### config.mk
export PLATFORM = sky130hd
export DESIGN_NAME = scan_transfer_receiver
export DESIGN_NICKNAME = d
export VERILOG_FILES = /design/src/rtl/scan_transfer_receiver.sv
export SDC_FILE = /design/constraint.sdc
export NUM_CORES = 1
export LEC_CHECK = 0
export BUFFER_PORTS_ARGS = -buffer_cell sky130_fd_sc_hd__buf_2
export CAP_MARGIN = 20
export CORE_MARGIN = 10
export CORE_UTILIZATION = 54
export CTS_BUF_LIST = sky130_fd_sc_hd__clkbuf_4 sky130_fd_sc_hd__clkbuf_8
export DETAILED_ROUTE_END_ITERATION = 8
export HOLD_SLACK_MARGIN = 0.15
export PLACE_DENSITY = 0.93
export SKIP_CTS_REPAIR_TIMING = 1
export SLEW_MARGIN = 20
export SYNTH_ARGS = -nofsm -noshare
export SYNTH_HDL_FRONTEND = slang
export SYNTH_SLANG_ARGS = --single-unit
### constraint.sdc
create_clock -name clk -period 2.4 [get_ports clk]
set_clock_uncertainty 0.15 [all_clocks]
set_input_delay 0.24 -clock clk [delete_from_list [all_inputs] [get_ports clk]]
set_output_delay 0.24 -clock clk [all_outputs]
set_load 0.005 [all_outputs]
### src/rtl/scan_transfer_receiver.sv
// Receiving end of the scanner transfer protocol: round-robin grant between two scanners and fixed-length frame capture.
// Define SCAN_RX_CHECKSUM_EN to expect a trailing XOR checksum word on every frame.
module scan_transfer_receiver #(
  parameter int DATA_WIDTH     = 8,
  parameter int FRAME_WORDS    = 10,
  parameter int TIMEOUT_CYCLES = 255
) (
  input  logic                  clk,
  input  logic                  reset,
  input  logic                  req_1,
  input  logic                  req_2,
  input  logic [DATA_WIDTH-1:0] data_1,
  input  logic                  valid_1,
  input  logic [DATA_WIDTH-1:0] data_2,
  input  logic                  valid_2,
  output logic                  grant_1,
  output logic                  grant_2,
  output logic [DATA_WIDTH-1:0] rx_data,
  output logic                  rx_valid,
  output logic                  frame_done,
  output logic                  checksum_err,
  output logic                  timeout_err,
  output logic [3:0]            word_count,
  output logic [3:0]            frame_count,
  output logic [1:0]            state
);

  typedef enum logic [1:0] {
    IDLE    = 2'b00,
    RECEIVE = 2'b01,
    DONE    = 2'b10,
    ABORT   = 2'b11
  } state_t;

  localparam logic [3:0] LAST_WORD     = 4'(FRAME_WORDS);
  localparam logic [7:0] TIMEOUT_LIMIT = 8'(TIMEOUT_CYCLES);

  state_t                cur_state;
  logic                  src_2;
  logic                  last_served_2;
  logic [7:0]            idle_cycles;
  logic                  sel_valid;
  logic                  sel_req;
  logic [DATA_WIDTH-1:0] sel_data;
  logic                  accept;

`ifdef SCAN_RX_CHECKSUM_EN
  logic [DATA_WIDTH-1:0] running_xor;
`else
  assign checksum_err = 1'b0;
`endif

  // Only the granted source is looked at; the other scanner's lines are don't-care.
  assign sel_valid = src_2 ? valid_2 : valid_1;
  assign sel_req   = src_2 ? req_2   : req_1;
  assign sel_data  = src_2 ? data_2  : data_1;
  assign accept    = (cur_state == RECEIVE) && sel_valid;
  assign state     = cur_state;

  always_ff @(posedge clk or posedge reset) begin
    if (reset) begin
      cur_state     <= IDLE;
      grant_1       <= 1'b0;
      grant_2       <= 1'b0;
      rx_data       <= '0;
      rx_valid      <= 1'b0;
      frame_done    <= 1'b0;
      timeout_err   <= 1'b0;
      word_count    <= 4'd0;
      frame_count   <= 4'd0;
      src_2         <= 1'b0;
      last_served_2 <= 1'b1;
      idle_cycles   <= 8'd0;
`ifdef SCAN_RX_CHECKSUM_EN
      checksum_err  <= 1'b0;
      running_xor   <= '0;
`endif
    end else begin
      rx_valid   <= 1'b0;
      frame_done <= 1'b0;
`ifdef SCAN_RX_CHECKSUM_EN
      checksum_err <= 1'b0;
`endif
      case (cur_state)
        IDLE: begin
          idle_cycles <= 8'd0;
          // On a tie, scanner 1 wins whenever scanner 2 was the one served last.
          if (req_1 && (!req_2 || last_served_2)) begin
            grant_1   <= 1'b1;
            src_2     <= 1'b0;
            cur_state <= RECEIVE;
          end else if (req_2) begin
            grant_2   <= 1'b1;
            src_2     <= 1'b1;
            cur_state <= RECEIVE;
          end
        end

        RECEIVE: begin
          if (accept) begin
            rx_data     <= sel_data;
            rx_valid    <= 1'b1;
            idle_cycles <= 8'd0;
`ifdef SCAN_RX_CHECKSUM_EN
            // Once all data words are in, the next accepted word is the checksum.
            if (word_count == LAST_WORD) begin
              grant_1    <= 1'b0;
              grant_2    <= 1'b0;
              frame_done <= 1'b1;
              cur_state  <= DONE;
              if (sel_data == running_xor) begin
                frame_count <= frame_count + 4'd1;
              end else begin
                checksum_err <= 1'b1;
              end
            end else begin
              word_count  <= word_count + 4'd1;
              running_xor <= running_xor ^ sel_data;
              if (!sel_req) begin
                grant_1   <= 1'b0;
                grant_2   <= 1'b0;
                cur_state <= ABORT;
              end
            end
`else
            word_count <= word_count + 4'd1;
            if (word_count + 4'd1 == LAST_WORD) begin
              grant_1     <= 1'b0;
              grant_2     <= 1'b0;
              frame_done  <= 1'b1;
              frame_count <= frame_count + 4'd1;
              cur_state   <= DONE;
            end else if (!sel_req) begin
              grant_1   <= 1'b0;
              grant_2   <= 1'b0;
              cur_state <= ABORT;
            end
`endif
          end else if (!sel_req) begin
            grant_1   <= 1'b0;
            grant_2   <= 1'b0;
            cur_state <= ABORT;
          end else if (idle_cycles + 8'd1 == TIMEOUT_LIMIT) begin
            grant_1     <= 1'b0;
            grant_2     <= 1'b0;
            timeout_err <= 1'b1;
            cur_state   <= ABORT;
          end else begin
            idle_cycles <= idle_cycles + 8'd1;
          end
        end

        DONE, ABORT: begin
          last_served_2 <= src_2;
          word_count    <= 4'd0;
          idle_cycles   <= 8'd0;
`ifdef SCAN_RX_CHECKSUM_EN
          running_xor   <= '0;
`endif
          cur_state     <= IDLE;
        end

        default: cur_state <= IDLE;
      endcase
    end
  end

endmodule

==> run_results.csv, run 1 <==
group,metric,value,unit
status,status,"complete, no violations",
power_and_ir_drop,irDropWorstVdd,0.551,mV
floorplan,die_w,76.4,um
placement,dp_hpwl,3.03,mm
detailed_routing,vias,1432,
finish,n_antenna_cell,0,
yosys,synth_cells,159,
clocking,clock_latency,0.34,ns
timing,post-route-period-util,0.819,
timing,fin_tns_setup,0,ns
placement,post_dp_cell_area,0.00197,sq mm
finish,design_area,0.00223,sq mm
yosys,syn_area,0.00172,sq mm
yosys,yosysWarningCount,0,
grt,gr-total-overflow,0,
yosys,syn_area_per_cell,10.8,sq um
timing,maxSlewViolCount,0,
finish,nets,253,
floorplan,start_util,0.562,
yosys,ys_ff_latch,33,
detailed_routing,first_pass_iters,4,
power_and_ir_drop,report.power.total,2.04,mW
setup_path,arrival,2.04,ns
placement,place_inst,243,
yosys,synth-edff-count,0,
clocking,path_clk_slew,0.10,ns
clocking,h-tree-depth,2,
clocking,root_buffer,"clkbuf_4",
grt,grtUsageTotal,0.138,
setup_path,endpoint_kind,"flip-flop",
finish,drive_gt1_frac,0.304,
yosys,synth_nets,186,
timing,finalHoldViolations,0,
detailed_routing,drt-total-wl,4.54,mm
run,cap_viol_max_count,0,
worst_hold_path,hp-class,"input port to flip-flop",
placement,gp_congestion,0.772,
yosys,synthTopCellsByArea,"dfrtp_1, mux2i_1, nand2_1",
detailed_routing,routedWlPerCell,16.7,um
floorplan,core_area,0.00305,sq mm
yosys,yosysUniqueCellTypes,44,
setup_path,critPathLaunchType,"flip-flop",
floorplan,row_count,20,
setup_path,cp_data_required_time,2.48,ns
timing,fin_crit,1.97,ns
yosys,yosysSeqAreaShare,0.482,
placement,io_buffers,44,
grt,antenna_found_initial,0,
detailed_routing,drt_iter0_drc,120,
setup_path,critPathMaxFanout,24,
floorplan,fp.dieH,76.4,um
grt,grt_max_degree,34,
yosys,async_flop_share,1.00,
clocking,clockBufferDepth,2,
clocking,cts_made_buffers,5,
timing,fmax,0.508,GHz
floorplan,dieArea,0.00583,sq mm
timing,hold_slack,0.211,ns
power_and_ir_drop,powerDensity,915,mW/mm^2
power_and_ir_drop,p_leak,1.12,nW
finish,syn2layout_area_growth,29.8,%
timing,rsz0062_at_grt,"false",
finish,instances_no_fill,271,
detailed_routing,drc,0,
yosys,yosysMostFrequentCell,"dfrtp_1",
detailed_routing,ant_nets,0,
yosys,yosysTopAreaCellShare,0.467,
floorplan,ios,46,
yosys,synthFlopType,"dfrtp_1",
setup_path,worstSetupPathType,"flip-flop to flip-flop",
clocking,cts_tree,"done",
yosys,synth_common_cells,"dfrtp_1, nand2_1, mux2i_1, o21ai_0, a21oi_1",
grt,first_global_vias,1437,
yosys,yosysTopAreaCell,"dfrtp_1",
timing,setup_viol,0,
clocking,clock_sinks,33,
grt,grt_pass1_wl,6.64,mm
detailed_routing,via_per_inst,5.28,
[where the power goes]
group          internal, mW  switching (mW)  total, mW
sequential            0.713           0.140      0.853
clock                 0.151           0.179      0.330
combinational         0.404           0.451      0.855
total                  1.27           0.770       2.04
[kinds of logic (layout without fill, tap and decap cells)]
family	count (synthesis)	in the layout	share of synthesized area
AO/OA/AOI/OAI	34	34	0.139
AND/OR/NAND/NOR	50	50	0.154
flip-flops	33	33	0.482
other	1	1	0.00219
adder cells (fa/ha/maj)	5	5	0.0365
buffers and inverters	11	79	0.0336
XOR/XNOR	9	9	0.0503
multiplexers	16	16	0.103
[stage by stage]
stage          setup slack, ns  utilization
2_1_floorplan            0.576            -
3_3_place_gp             0.526        0.644
3_5_place_dp             0.444        0.644
4_1_cts                  0.451        0.664
5_1_grt                  0.322        0.730
6_report                 0.433        0.730
[layout make-up]
cell class,count,area [sq um]
fillers,233,826
inverters,5,18.8
flip-flops and latches,33,827
repair buffers,66,435
clock buffers,8,60.1
well taps,44,55.1
multi-input cells,115,831
[worst paths after layout]
| kind | slack [ns] | from | cells past startpoint | endpoint |
|---|---|---|---|---|
| max | 0.43 | state[1]$_DFFE_PP0P_ | 4 | frame_count[1]$_DFFE_PP0P_ |
| min | 0.21 | valid_2 | 4 | idle_cycles[3]$_DFFE_PP0P_ |
| max reg2reg | 0.43 | state[1]$_DFFE_PP0P_ | 4 | frame_count[1]$_DFFE_PP0P_ |
| min reg2reg | 0.33 | timeout_err$_DFFE_PP0P_ | 1 | timeout_err$_DFFE_PP0P_ |
| max in group asynchronous | 1.41 | reset | 4 | last_served_2$_DFFE_PP1N_ |
| min in group asynchronous | 0.36 | reset | 4 | idle_cycles[3]$_DFFE_PP0P_ |
[state kept, by name, indices dropped and copies added, names as in the netlist]
signal,count
idle_cycles,8
rx_data,8
frame_count,4
word_count,4
state,2
frame_done,1
grant_1,1
grant_2,1
last_served_2,1
rx_valid,1
src_2,1
timeout_err,1
[critical path: stages, from the launching register on]
cell,delay (ns)
dfrtp_1,0.50
and2b_1,0.31
nand2_2,0.29
a21oi_4,0.28
mux2_4,0.32
[placed cells by master (no fill, tap or decap), types with 3 or more instances in the layout]
| cell | synthesis | routed |
|---|---|---|
| nor2_1 | 6 | 6 |
| or3_1 | 4 | 4 |
| nand2_1 | 19 | 19 |
| buf_2 | 4 | 44 |
| dfrtp_1 | 32 | 32 |
| nand3_1 | 5 | 5 |
| mux2_4 | 3 | 3 |
| dlygate4sd3_1 | 0 | 20 |
| ha_1 | 5 | 5 |
| o21ai_0 | 12 | 12 |
| xor2_1 | 7 | 7 |
| mux2i_1 | 12 | 12 |
| inv_1 | 5 | 5 |
| a21oi_1 | 8 | 8 |
| clkbuf_4 | 0 | 8 |
| a31oi_1 | 3 | 3 |
[per-layer routing]
| layer | routed length (um) | track usage | vias to the layer above |
|---|---|---|---|
| met4 | 123 | 0.0558 | 0 |
| met3 | 344 | 0.0601 | 13 |
| met5 | 0 | 0 | - |
| met1 | 1690 | 0.147 | 679 |
| li1 | - | - | 691 |
| met2 | 2380 | 0.233 | 49 |
No activity file was read; power rests on OpenSTA's default activity.
==> inputs of run 2 (changes only) <==
- CORE_UTILIZATION: 54 -> 49
- PLACE_DENSITY: 0.93 -> 0.89
- clock period: 2.4 -> 1.6 ns (I/O delays scaled with it)
==> run 2 against run 1 <==
  * The run now ends with setup timing left
  * Combinational power up 75%
  * Non-clock buffer count up 17
  * Final cell count up 7.0%
  * Register-to-register slack worse by 0.52 ns
  * Cell area up 12%
  * Clock power up 42%
  * Count of clock-buffer cells in the layout down 2
  * Largest cell class unchanged
  * Highest routed layer unchanged
==> run_results.csv, run 2 (synthesis gave the netlist of run 1 again) <==
group,metric,value,unit
status,status,"complete, but fails checks",
status,violations,"setup timing",
timing,setup_viol,8,
timing,layout_setup_ws,-0.0844,ns
floorplan,core_area,0.00336,sq mm
power_and_ir_drop,seq_power_share,0.391,
detailed_routing,vias,1505,
floorplan,dieArea,0.00627,sq mm
clocking,path_clk_slew,0.11,ns
timing,post-route-period-util,1.05,
detailed_routing,ant_nets,0,
power_and_ir_drop,power_frac_clock,0.145,
clocking,clock_sinks,33,
setup_path,r2r-end,"state[1]$_DFFE_PP0P_",
floorplan,start_util,0.510,
detailed_routing,first_pass_iters,4,
detailed_routing,drt_iter0_drc,100,
grt,grtUsageTotal,0.130,
setup_path,endpoint,"state[1]$_DFFE_PP0P_",
power_and_ir_drop,p_int,1.99,mW
floorplan,fp.dieH,79.2,um
finish,design_area,0.00249,sq mm
detailed_routing,routedWlPerCell,16.3,um
setup_path,cp_data_required_time,1.69,ns
power_and_ir_drop,switching_power,1.25,mW
grt,grt_pass1_wl,6.66,mm
run,cap_viol_max_count,0,
setup_path,endpoint_kind,"flip-flop",
timing,rsz0062_at_grt,"true",
setup_path,arrival,1.77,ns
setup_path,worstSetupPathType,"flip-flop to flip-flop",
finish,mostFrequentLayoutCells,"buf_2, dfrtp_1, dlygate4sd3_1, nand2_1, buf_4",
grt,gr-total-overflow,0,
grt,antenna_found_initial,0,
timing,fmax,0.594,GHz
setup_path,r2r_start,"word_count[0]$_DFFE_PP0P_",
timing,finalHoldViolations,0,
timing,fin_tns_setup,-0.389,ns
finish,nets,270,
clocking,root_buffer,"clkbuf_4",
finish,syn2layout_area_growth,45.1,%
floorplan,ios,46,
finish,layout_commonest_cell,"buf_2",
power_and_ir_drop,netSwitchingFraction,0.385,
power_and_ir_drop,pwr-share-comb,0.464,
power_and_ir_drop,p_leak,1.23,nW
clocking,cts_tree,"done",
timing,hold_slack,0.159,ns
setup_path,reg2reg_setup_slack,-0.08,ns
placement,dp_hpwl,3.11,mm
setup_path,startpoint,"word_count[0]$_DFFE_PP0P_",
detailed_routing,drc,0,
timing,fin_crit,1.68,ns
worst_hold_path,hp-class,"input port to flip-flop",
setup_path,critPathMaxFanout,5,
detailed_routing,drt-total-wl,4.74,mm
power_and_ir_drop,irDropWorstVdd,1.00,mV
placement,io_buffers,44,
clocking,clockBufferDepth,2,
finish,final_util,0.740,
clocking,cts_made_buffers,5,
setup_path,ff2ff_path_depth,4,
placement,gp_congestion,0.814,
placement,post_dp_cell_area,0.00213,sq mm
grt,grt_max_degree,34,
timing,maxSlewViolCount,0,
finish,drive_gt1_frac,0.414,
power_and_ir_drop,powerDensity,1300,mW/mm^2
floorplan,row_count,21,
finish,n_antenna_cell,0,
grt,first_global_vias,1468,
finish,instances_no_fill,290,
floorplan,die_w,79.2,um
placement,place_inst,259,
clocking,clock_latency,0.34,ns
setup_path,critPathLaunchType,"flip-flop",
finish,reg_top3,"idle_cycles (8), rx_data (8)",
clocking,h-tree-depth,2,
detailed_routing,via_per_inst,5.19,
[run 2: changes by cell type in the layout (fill, tap and decap cells not counted), sizes merged]
cell    delta
buf       +17
clkbuf     -2
clkinv     +2
[run 2: layout make-up]
class / count / area [sq um]
clock buffer: 6 / 45.0
clock inverter: 2 / 10.0
fill: 244 / 875
inverter: 5 / 18.8
multi-input combinational: 115 / 936
sequential: 33 / 831
tap: 46 / 57.6
timing repair buffer: 83 / 591
[run 2: per-stage QoR]
stage / power (mW) / setup WS (ns)
5_1_grt: 3.48 / -0.143
3_5_place_dp: 2.63 / -0.0664
2_1_floorplan: 2.07 / -0.0682
6_report: 3.24 / -0.0844
4_1_cts: 3.09 / -0.0741
3_3_place_gp: 2.57 / -0.0278
[run 2: worst min-delay path by stage]
| stage | start | end | slack (ns) | depth (start not counted) |
|---|---|---|---|---|
| after floorplan | req_1 | src_2$_DFFE_PP0P_ | 0.11 | 1 |
| after global placement | reset | frame_count[2]$_DFFE_PP0P_ | 0.11 | 3 |
| after detailed placement | reset | frame_done$_DFF_PP0_ | 0.12 | 3 |
| after CTS | reset | idle_cycles[4]$_DFFE_PP0P_ | -0.26 | 3 |
| after global routing | valid_1 | idle_cycles[3]$_DFFE_PP0P_ | 0.17 | 4 |
| final | valid_2 | idle_cycles[3]$_DFFE_PP0P_ | 0.16 | 4 |
[run 2: routing by layer]
layer / global-route usage / vias to the layer above / share of wire
met5: 0 / - / 0
met4: 0.0323 / 0 / 0.017
met3: 0.0619 / 10 / 0.085
met2: 0.219 / 48 / 0.52
met1: 0.146 / 720 / 0.38
li1: - / 727 / -
[run 2: power groups by stage]
stage | sequential, mW | clock (mW) | combinational, mW
after floorplan | 1.27 | 0 | 0.807
after global placement | 1.24 | 0 | 1.33
after detailed placement | 1.26 | 0 | 1.37
after CTS | 1.25 | 0.471 | 1.37
after global routing | 1.29 | 0.532 | 1.65
final | 1.26 | 0.470 | 1.50
[run 2: critical path, stage by stage (launching register included)]
cell	delay (ns)
dfrtp_2	0.48
and3b_2	0.25
o2111ai_4	0.29
a41oi_2	0.21
and2_1	0.21
